### src/rtl/dmem_arbiter.sv
// Two-port data-memory arbiter: core LSU (port 0) and debug/DMA (port 1) share one
// single-cycle registered memory. Define DMEM_ARB_RR_EN for round-robin tie-breaking.
module dmem_arbiter #(
  parameter int NUM_WORDS = 32
) (
  input  logic        clk,
  input  logic        n_rst,

  input  logic        req0_valid,
  input  logic        req0_we,
  input  logic [31:0] req0_addr,
  input  logic [31:0] req0_wdata,
  output logic        req0_ready,
  output logic        rsp0_valid,
  output logic [31:0] rsp0_rdata,
  output logic        rsp0_err,

  input  logic        req1_valid,
  input  logic        req1_we,
  input  logic [31:0] req1_addr,
  input  logic [31:0] req1_wdata,
  output logic        req1_ready,
  output logic        rsp1_valid,
  output logic [31:0] rsp1_rdata,
  output logic        rsp1_err,

  output logic        mem_wr,
  output logic        mem_rd,
  output logic [31:0] mem_addr,
  output logic [31:0] mem_wdata,
  input  logic [31:0] mem_rdata
);

  localparam logic [31:0] ADDR_LIMIT = 32'(NUM_WORDS);

  logic        gnt0;
  logic        gnt1;
  logic        any_gnt;
  logic        tie_to_port0;
  logic        sel_we;
  logic        sel_err;
  logic [31:0] sel_addr;
  logic [31:0] sel_wdata;

  logic        rsp_valid_q;
  logic        rsp_port_q;
  logic        rsp_we_q;
  logic        rsp_err_q;
  logic [31:0] rsp_data;

`ifdef DMEM_ARB_RR_EN
  // Port granted most recently; 1 out of reset so port 0 wins the first tie.
  logic last_gnt_q;

  assign tie_to_port0 = last_gnt_q;

  always_ff @(posedge clk or negedge n_rst) begin
    if (!n_rst) begin
      last_gnt_q <= 1'b1;
    end else if (any_gnt) begin
      last_gnt_q <= gnt1;
    end
  end
`else
  assign tie_to_port0 = 1'b1;
`endif

  // Grant is purely combinational so a lone requester is accepted every cycle.
  always_comb begin
    gnt0    = req0_valid && (!req1_valid || tie_to_port0);
    gnt1    = req1_valid && !gnt0;
    any_gnt = gnt0 || gnt1;
  end

  assign req0_ready = gnt0;
  assign req1_ready = gnt1;

  // NOTE: every always_comb output gets a default first, so no path can infer a latch.
  always_comb begin
    sel_we    = 1'b0;
    sel_addr  = '0;
    sel_wdata = '0;
    if (gnt1) begin
      sel_we    = req1_we;
      sel_addr  = req1_addr;
      sel_wdata = req1_wdata;
    end else if (gnt0) begin
      sel_we    = req0_we;
      sel_addr  = req0_addr;
      sel_wdata = req0_wdata;
    end
    sel_err = any_gnt && (sel_addr >= ADDR_LIMIT);
  end

  // Out-of-range accesses still occupy the grant slot but never strobe the memory.
  assign mem_addr  = sel_addr;
  assign mem_wdata = sel_wdata;
  assign mem_wr    = any_gnt && sel_we  && !sel_err;
  assign mem_rd    = any_gnt && !sel_we && !sel_err;

  // NOTE: sequential state uses non-blocking assignments so all registers sample together.
  always_ff @(posedge clk or negedge n_rst) begin
    if (!n_rst) begin
      rsp_valid_q <= 1'b0;
      rsp_port_q  <= 1'b0;
      rsp_we_q    <= 1'b0;
      rsp_err_q   <= 1'b0;
    end else begin
      rsp_valid_q <= any_gnt;
      rsp_port_q  <= gnt1;
      rsp_we_q    <= sel_we;
      rsp_err_q   <= sel_err;
    end
  end

  // The memory registers its own read data, so load data is forwarded straight through.
  assign rsp_data = (rsp_valid_q && !rsp_we_q && !rsp_err_q) ? mem_rdata : 32'h0;

  assign rsp0_valid = rsp_valid_q && !rsp_port_q;
  assign rsp1_valid = rsp_valid_q &&  rsp_port_q;
  assign rsp0_rdata = rsp0_valid ? rsp_data : 32'h0;
  assign rsp1_rdata = rsp1_valid ? rsp_data : 32'h0;
  assign rsp0_err   = rsp0_valid && rsp_err_q;
  assign rsp1_err   = rsp1_valid && rsp_err_q;

endmodule

### config.mk
export PLATFORM = sky130hd
export DESIGN_NAME = dmem_arbiter
export DESIGN_NICKNAME = d
export VERILOG_FILES = /design/src/rtl/dmem_arbiter.sv
export SDC_FILE = /design/constraint.sdc
export NUM_CORES = 1
export LEC_CHECK = 0
export ABC_CLOCK_PERIOD_IN_PS = 2500
export CAP_MARGIN = 20
export CORE_AREA = 2 2 116 118
export DETAILED_ROUTE_END_ITERATION = 16
export DIE_AREA = 0 0 118 120
export GPL_TIMING_DRIVEN = 0
export PLACE_DENSITY = 0.64
export REMOVE_ABC_BUFFERS = 1
export SETUP_SLACK_MARGIN = 0.15
export SLEW_MARGIN = 20
export SYNTH_ARGS = -nofsm -noshare
export SYNTH_HDL_FRONTEND = slang
export SYNTH_SLANG_ARGS = --single-unit
### constraint.sdc
create_clock -name clk -period 2.5 [get_ports clk]
set_clock_uncertainty 0.2 [all_clocks]
set_input_delay 0.5 -clock clk [delete_from_list [all_inputs] [get_ports clk]]
set_output_delay 0.5 -clock clk [all_outputs]
set_load 0.005 [all_outputs]
; ---- After elaboration in Yosys (flattened, before gate mapping)
; Cells that the tools add are included.
[word_totals]
ff_bits = 4
output_inout_bits = 136
word_cells = 33
[classes]
magnitude_cmp = 1
muxes = 9
reduce_logical = 19
[op_table]
columns = operator, count
row1 = two-way mux 32 bit, 7
row2 = greater-or-equal comparator 32 x 6 -> 1 bit (second input constant), 1
row3 = logical AND 1 bit, 12
row4 = logical NOT 1 bit, 6
row5 = two-way mux 1 bit, 2
row6 = logical OR 1 bit, 1

; ---- Longest topological paths before layout
[depth]
depth_word = 7
ltp_mapped = 6

; ---- Worst setup path before layout
; OpenSTA, ideal clock, no wires.
[synth_timing]
kind = input to output
from = input port req0_addr[10]
to = output port mem_rd
arrival_time_ns = 1.572
required_ns = 1.800
slack_ns = 0.228
path_stages = 4
path_cell_list = or4_1 -> o31a_1 -> a21oi_2 -> and4_1
[synth_between]
elab_chain_len = 6
[synth_lines]
columns = item, line
row1 = from (decl), 11  ; input logic [31:0] req0_addr,
row2 = two-way mux 32 bit, 87  ; end else if (gnt0) begin
row3 = two-way mux 32 bit, 83  ; if (gnt1) begin
row4 = greater-or-equal comparator 32 x 6 -> 1 bit, 92  ; sel_err = any_gnt && (sel_addr >= ADDR_LIMIT);
row5 = logical AND 1 bit, 92
row6 = logical NOT 1 bit, 99  ; assign mem_rd = any_gnt && !sel_we && !sel_err;
row7 = logical AND 1 bit, 99
row8 = to (decl), 28  ; output logic mem_rd,
; No other way between the ends.

; ---- Final worst setup path
[layout_timing]
from = input port req0_addr[21]
to = output port mem_rd
; The elaborated chain is that of the path after synthesis.

==> results.md <==
* Status: complete, but fails checks
* Failing checks: negative setup slack
* Top post-synthesis cells by area: nand2_1 27%, and2_1 25%, o21ai_1 18%, dfrtp_1 6.1%, clkbuf_1 3.9%
* Crit path max-delay family: simple AND/OR/NAND/NOR gates
* Crit path depth at 6
* Gate Count Post-Synth at 317
* Worst slew pin tran at 311 ps
* Reg clk slew, reported paths at 30 ps
* Core Region at between 10000 and 15000 µm²
* Crit path buf inv count at 2
* EDFF count, synth at 0
* Sequential area share after synthesis at 6.05%
* CP Class: in2out
* Yosys top cell area share at around 27%
* Fin crit period at 2550 ps
* Area growth, synth to finish at 230%
* Fin nets at ~800
* Drt pass-1 iters at 4
* Overflow after GRT at 0
* Most frequent cell after synthesis: nand2_1
* CTS Buf Count at 3
* Post-placement cell count at 768
* Htree depth at 1
* Number of placement rows at 42
* Avg Cell Area, Syn at 5.22 µm²
* Number of port buffers at 301
* Number of max-cap violations at 0
* Initial drt markers at 97
* Drt wl/cell at 17.8 µm
* Layout cells sized above 1 at around a quarter
* Max Root-Sink Buffers at 2
* Via Count at 3511
* Clock sinks at 4
* CTS tree: yes
* CP Capture Type: primary output
* Vias in the first global route at 3537
* Top Layer Used: met4
* GRT Total Usage at 18.9%
* Worst path required time at 1800 ps
* CP cell instances: buf_6 > or4_4 > o31a_1 > a21oi_4 > and4_1 > buf_2
* CP max FO at 3
* Fin worst setup slack at -48.3 ps
* Final Max Tran Viols at 0
* Final instance count without filler cells at 813
* Detailed Place HPWL at 10200 µm
* CP startpoint kind: primary input
* Routed WL at 14500 µm
* Cell Pwr Density at 190 nW/µm²
* Routed Antenna Nets at 0
* Synth warn at 0
* Rel. slew slack at 79.2%
* Routed wl met2 at 7380 µm
* Die ar. at 14200 µm²
* F_max at 0.392 GHz
* DRC viols at 0
* Placer Congestion at 0.820
* Crit-path slowest cell: or4_4
* Cts hold-fix bufs at 0
* CP Data Arrival Time at about 1900 ps
* Overall Power at around 1.0 mW
* Hold WC Path Type: in2async
* Metal3 WL at 1340 µm
* Post-synth top cells: 120 x nand2_1, 67 x and2_1, 60 x o21ai_1
* Initial Utilization at 12.7%
* Synth cell types at 26
* Largest net degree at the start of global routing at 38
* Die height at roughly 120 µm
* Yosys reg bits at 4
* Ys async rst share at 100%
* Area leader, netlist: nand2_1
* Die width at approximately 120 µm
* First-pass GRT wire length at 20900 µm
* Initial antenna violation count at 1
* Post-Syn Area at 1650 µm²
* Worst Hold Slack at 290 ps
* Critical Path Max Stage Delay at 520 ps
* Leakage Power at 2.70 nW
* Drt via density at 4.32
* CTS root buffer: clkbuf_16
* Part of the cycle the worst path needs at 102%
* Fin. Hold Viols at 0
* Metal-1 WL at roughly 5600 µm
* CP Launch Point: req0_addr[21]
* RSZ-0062 raised after global routing: true
* Final setup fails at 2
* Ports at 302
* Top_reg_cell synth: dfrtp_1
* Peak supply drop at 0.125 mV
registers in the layout, summed over array words and instances (netlist names):
name / count
rsp_valid_q: 1
rsp_port_q: 1
rsp_err_q: 1
rsp_we_q: 1
cells by family (layout without fill, tap and decap cells):
family,Yosys count,after routing,share of synthesized area [%]
and+or+nand+nor,213,214,62.9
AOI/OAI and AO/OA,71,71,23.6
buffers and inverters,29,347,7.49
DFF,4,4,6.05
other,0,1,0
where the power goes:
part / switching [mW] / leakage (nW) / total, mW / internal [mW]
clock: 0.0421 / 0.0370 / 0.246 / 0.204
sequential: 0.00466 / 0.0446 / 0.0731 / 0.0685
combinational: 0.273 / 2.62 / 0.716 / 0.443
layer usage:
layer / GRT usage (%) / vias up
met2: 35.6 / 218
met1: 20.9 / 1587
met4: 2.94 / 0
met5: 0 / -
li1: - / 1690
met3: 6.32 / 16
per-stage QoR:
stage / utilization [%] / setup slack [ps] / setup TNS [ps] / cell area [µm²]
5_1_grt: 42.0 / -102 / -195 / 5450
6_report: 42.0 / -48.3 / -90.0 / 5460
3_3_place_gp: 36.7 / -4560 / -311800 / 4760
3_5_place_dp: 37.1 / -1210 / -26010 / 4810
4_1_cts: 40.9 / -93.7 / -174 / 5310
2_1_floorplan: - / -192 / -9500 / 1530
path summary, 6_finish.rpt:
kind | slack [ps] | endpoint
max | -50 | mem_rd
min | 290 | rsp_err_q
max in group asynchronous | 1630 | rsp_we_q
min in group clk | 490 | rsp_we_q
cell type report:
type / instances / area (µm²)
Antenna cell: 1 / 2.50
Clock buffer: 3 / 75.1
Fill cell: 1376 / 7520
Multi-Input combinational cell: 285 / 1720
Sequential cell: 4 / 100
Tap cell: 176 / 220
Timing Repair Buffer: 344 / 3330
repair_timing:
action | in CTS | in global routing
gates cloned | 9 | 3
gates resized for setup | 328 | 122
pin swaps | 25 | 17
endpoints found under the setup margin | 133 | 77
buffers inserted | 28 | 1
placed cells by master (no fill, tap or decap), types with 5 or more instances in the layout:
master,netlist,final
clkdlybuf4s50_1,0,137
buf_4,1,21
a22o_1,5,5
and2_4,0,19
clkdlybuf4s15_1,0,11
buf_6,0,33
nand2_1,120,120
dlygate4sd2_1,0,73
o21ai_1,60,56
and2_1,67,48
nor4_4,0,9
clkbuf_2,0,13
dlymetal6s2s_1,0,15
buf_2,9,31
buf_16,0,6
No activity file was read; power rests on OpenSTA's default activity.
==> RTL edit 1, RTL diff (same flow settings) <==
Add a define of `DMEM_ARB_RR_EN`.
--- a/src/rtl/dmem_arbiter.sv
+++ b/src/rtl/dmem_arbiter.sv
@@ -2,2 +2,4 @@
 // single-cycle registered memory. Define DMEM_ARB_RR_EN for round-robin tie-breaking.
+`define DMEM_ARB_RR_EN
+
 module dmem_arbiter #(
Behaviour: not the same (Yosys sat finds a counterexample within 4 cycles, from zero or initial values and one cycle with n_rst low).
==> RTL edit 1 against the original RTL <==
The flow still finishes with violations (setup timing); routed wire length increased by 10%; synthesized area increased by 6.4%; final area increased by 9.3%; final cell count increased by 7.0%; sequential cell count increased by 1; first-iteration DRC count increased by 58%; die area unchanged; worst setup slack got worse by 86 ps; total power increased by 38%; via count increased by 12%; count of clock-buffer cells in the layout increased by 1; utilization increased by 3.9 points; sequential power increased by 34%; combinational power increased by 49%; critical endpoint unchanged.
==> RTL edit 1: results (changes against the original RTL) <==
{
  "logic_synthesis": {
    "synth-compound-area-share": {"value": 0.249, "change": "was 0.236"},
    "yosysSeqAreaShare": {"value": 0.0718, "change": "was 0.0605"},
    "ys_top_cells_by_area": {"value": "sky130_fd_sc_hd__nand2_1 (26%), sky130_fd_sc_hd__and2_1 (23%), sky130_fd_sc_hd__o21ai_0 (18%), sky130_fd_sc_hd__dfrtp_1 (5.7%), sky130_fd_sc_hd__clkbuf_1 (4.1%)", "change": "was sky130_fd_sc_hd__nand2_1 (27%), sky130_fd_sc_hd__and2_1 (25%), sky130_fd_sc_hd__o21ai_1 (18%), sky130_fd_sc_hd__dfrtp_1 (6.1%), sky130_fd_sc_hd__clkbuf_1 (3.9%)"},
    "synth.lib_cells_used.distinct": {"value": 32, "change": "was 26"},
    "ranking_of_synthesized_cells_by_instance_count": {"value": "sky130_fd_sc_hd__nand2_1 (124), sky130_fd_sc_hd__and2_1 (66), sky130_fd_sc_hd__o21ai_0 (64)", "change": "was sky130_fd_sc_hd__nand2_1 (120), sky130_fd_sc_hd__and2_1 (67), sky130_fd_sc_hd__o21ai_1 (60)"},
    "post_synth.cell_area_avg": {"value": 5.33, "unit": "sq um", "change": "was 5.22 sq um"}
  },
  "sta": {
    "setup_violations": {"value": 11, "change": "was 2"},
    "max_slew_margin": {"value": 0.807, "change": "was 0.792"},
    "finalSetupTns": {"value": -350, "unit": "ps", "change": "was -90.0 ps"},
    "worst_slack": {"value": -135, "unit": "ps", "change": "was -48.3 ps"},
    "hold_slack": {"value": 293, "unit": "ps", "change": "was 290 ps"}
  },
  "global_route": {
    "first_global_vias": {"value": 4098, "change": "was 3537"},
    "track_usage": {"value": 0.201, "change": "was 0.189"},
    "grt_start_max_net_pins": {"value": 35, "change": "was 38"},
    "grt_first_pass_wirelength": {"value": 22500, "unit": "um", "change": "was 20900 um"}
  },
  "power_and_ir_drop": {
    "leakagePower": {"value": 0.00292, "unit": "uW", "change": "was 0.00270 uW"},
    "max-vdd-ir-drop": {"value": 0.156, "unit": "mV", "change": "was 0.125 mV"}
  },
  "layout": {
    "antenna_cells": {"value": 0, "change": "was 1"},
    "instances_no_fill": {"value": 870, "change": "was 813"}
  },
  "outcome": {
    "failed_checks": {"value": "setup timing", "change": "unchanged"},
    "status": {"value": "finished, violations left", "change": "unchanged"}
  },
  "placed_design": {
    "place.detailed.instances": {"value": 783, "change": "was 768"}
  },
  "clock_tree": {
    "post-cts-setup-buffers": {"value": 40, "change": "was 28"},
    "cts_repair_resize_count": {"value": 538, "change": "was 328"}
  },
  "drt": {
    "wl": {"value": 15900, "unit": "um", "change": "was 14500 um"}
  },
  "critical_path": {
    "timing.critical_path.slowest_stage_cell": {"value": "sky130_fd_sc_hd__dfstp_2", "change": "was sky130_fd_sc_hd__or4_4"},
    "setup.worst_path.start": {"value": "last_gnt_q", "change": "was req0_addr[21]"}
  }
}
-- RTL edit 1: kinds of logic after synthesis --
family,after synthesis
AO/OA/AOI/OAI,77
buffers and inverters,29
flip-flops,5
AND/OR/NAND/NOR,219
-- RTL edit 1: final cells by class --
type                    count  share of cell area
well taps                 176              0.0369
repair buffers            385               0.604
flip-flops and latches      5              0.0212
inverters                   1             0.00105
multi-input cells         299               0.324
clock buffers               4              0.0132
-- RTL edit 1: report_power, final --
| group | total [uW] | switching (uW) | internal [uW] | leakage, uW |
|---|---|---|---|---|
| registers | 98.0 | 8.02 | 89.9 | 0.0000546 |
| clock network | 263 | 52.2 | 211 | 0.0000382 |
| logic | 1070 | 433 | 634 | 0.00282 |
-- RTL edit 1: metal layers --
layer,part of all wire,up-vias,track usage
li1,-,1840,-
met1,0.37,1805,0.219
met2,0.51,244,0.385
met3,0.087,33,0.0532
met4,0.025,2,0.0512
met5,0.00082,-,0
==> RTL edit 2, RTL diff (same settings) <==
Made on the original files. Register the outputs `rsp0_err` and `rsp1_err`; this adds one clock of latency there. The other outputs are not delayed to match.
--- a/src/rtl/dmem_arbiter.sv
+++ b/src/rtl/dmem_arbiter.sv
@@ -122,4 +122,6 @@
   assign rsp1_rdata = rsp1_valid ? rsp_data : 32'h0;
-  assign rsp0_err   = rsp0_valid && rsp_err_q;
-  assign rsp1_err   = rsp1_valid && rsp_err_q;
+  always_ff @(posedge clk) begin
+    rsp0_err <= rsp0_valid && rsp_err_q;
+    rsp1_err <= rsp1_valid && rsp_err_q;
+  end
 
Check against the original RTL: not equivalent (Yosys sat finds a counterexample within 4 cycles, from zero or initial values and one cycle with n_rst low).
==> RTL edit 2 against the original RTL <==
The flow still finishes with violations (setup timing); routed wire length is 2.2% higher; maximum frequency grew 0.68%; final area increased by 3.1%; sequential cell count up 2; worst setup slack improved by 17 ps; clock power is 7% higher; first-iteration DRC count grew 28%; utilization rose by 1.3 points; global-route usage up 0.28 points; sequential share of layout area rose by 0.66 points; synthesized area is 2.4% higher; count of clock-buffer cells in the layout is the same; total power grew 6.2%.
==> RTL edit 2: results (changes against the original RTL) <==
{
  "sta": {
    "finalSetupTns": {"value": -75.9, "unit": "ps", "change": "was -90.0 ps"},
    "max_slew_margin": {"value": 0.781, "change": "was 0.792"},
    "worst_slack": {"value": -31.0, "unit": "ps", "change": "was -48.3 ps"},
    "setup_violations": {"value": 3, "change": "was 2"}
  },
  "placed_design": {
    "globalplace.congestion": {"value": 0.827, "change": "was 0.820"},
    "placement.setup.worst_slack": {"value": -1230, "unit": "ps", "change": "was -1210 ps"},
    "detailedPlacementHpwl": {"value": 10500, "unit": "um", "change": "was 10200 um"},
    "postPlaceCellArea": {"value": 4870, "unit": "sq um", "change": "was 4810 sq um"}
  },
  "clock_tree": {
    "worstSkewPairLatency_ps": 230,
    "clock_sinks": {"value": 6, "change": "was 4"}
  },
  "global_route": {
    "grt_start_max_net_pins": {"value": 39, "change": "was 38"},
    "first_global_vias": {"value": 3662, "change": "was 3537"},
    "track_usage": {"value": 0.192, "change": "was 0.189"}
  },
  "critical_path": {
    "timing.critical_path.arrival": {"value": 1830, "unit": "ps", "change": "was 1850 ps"}
  },
  "drt": {
    "drt_first_iter_violations": {"value": 124, "change": "was 97"},
    "wl_per_cell": {"value": 18.1, "unit": "um", "change": "was 17.8 um"},
    "num_vias": {"value": 3623, "change": "was 3511"}
  },
  "power_and_ir_drop": {
    "max-vdd-ir-drop": {"value": 0.135, "unit": "mV", "change": "was 0.125 mV"},
    "leakagePower": {"value": 0.00293, "unit": "uW", "change": "was 0.00270 uW"}
  },
  "outcome": {
    "failed_checks": {"value": "setup timing", "change": "unchanged"},
    "status": {"value": "finished, violations left", "change": "unchanged"}
  },
  "logic_synthesis": {
    "synth.lib_cells_used.distinct": {"value": 27, "change": "was 26"},
    "async_flop_share": {"value": 0.667, "change": "was 1.00"},
    "yosysSeqAreaShare": {"value": 0.0827, "change": "was 0.0605"},
    "ys_top_cells_by_area": {"value": "sky130_fd_sc_hd__nand2_1 (27%), sky130_fd_sc_hd__and2_1 (25%), sky130_fd_sc_hd__o21ai_1 (18%), sky130_fd_sc_hd__dfrtp_1 (5.9%), sky130_fd_sc_hd__clkbuf_1 (3.8%)", "change": "was sky130_fd_sc_hd__nand2_1 (27%), sky130_fd_sc_hd__and2_1 (25%), sky130_fd_sc_hd__o21ai_1 (18%), sky130_fd_sc_hd__dfrtp_1 (6.1%), sky130_fd_sc_hd__clkbuf_1 (3.9%)"},
    "synth-compound-area-share": {"value": 0.230, "change": "was 0.236"}
  },
  "layout": {
    "final_layout_size_suffix_gt1_frac": {"value": 0.269, "change": "was 0.244"},
    "fillCellCount": {"value": 1347, "change": "was 1376"},
    "num-nets-final": {"value": 811, "change": "was 804"}
  }
}
RTL edit 2: final cells by class:
cell class,count,area [sq um],share of cell area
repair buffers,349,3510,0.624
multi-input cells,285,1680,0.299
well taps,176,220,0.0392
flip-flops and latches,6,140,0.0249
clock buffers,3,75.1,0.0133
diodes,1,2.50,0.000445
RTL edit 2: final timing paths:
kind	from	endpoint	slack, ps	cells past startpoint
hold reg to reg	rsp_valid_q	rsp1_err	360	1
setup reg to reg	rsp_valid_q	rsp0_err	1270	4
hold / removal	n_rst	rsp_we_q	290	1
min in group clk	rsp_valid_q	rsp1_err	360	1
setup / recovery	req0_addr[5]	mem_rd	-30	6
max in group asynchronous	n_rst	rsp_err_q	1620	1
RTL edit 2: power breakdown:
group | internal [uW] | total, uW | switching, uW | leakage (uW)
sequential | 103 | 108 | 5.11 | 0.0000613
combinational | 460 | 729 | 269 | 0.00283
clock | 206 | 262 | 56.9 | 0.0000370
total | 769 | 1100 | 331 | 0.00293
RTL edit 2: stage by stage:
step           instances  utilization  hold WS, ps
5_1_grt              819        0.433          302
3_5_place_dp         771        0.375          312
4_1_cts              807        0.418          292
6_report             820        0.433          289
2_1_floorplan        290            -         4.41
3_3_place_gp         767        0.370          289
RTL edit 2: repair_timing:
action,CTS,global route
hold buffers,0,0
cloned,9,4
endpoints found under the setup margin,133,91
setup buffers,24,8
pin swaps,17,23
hold endpoints to repair,0,0
resized for setup,271,186
RTL edit 2: metal layers:
metal	up-vias	wire length [um]	GRT usage
li1	1709	-	-
met4	0	103	0.0173
met1	1698	5780	0.218
met2	206	7820	0.375
met5	-	0	0
met3	10	1110	0.0437
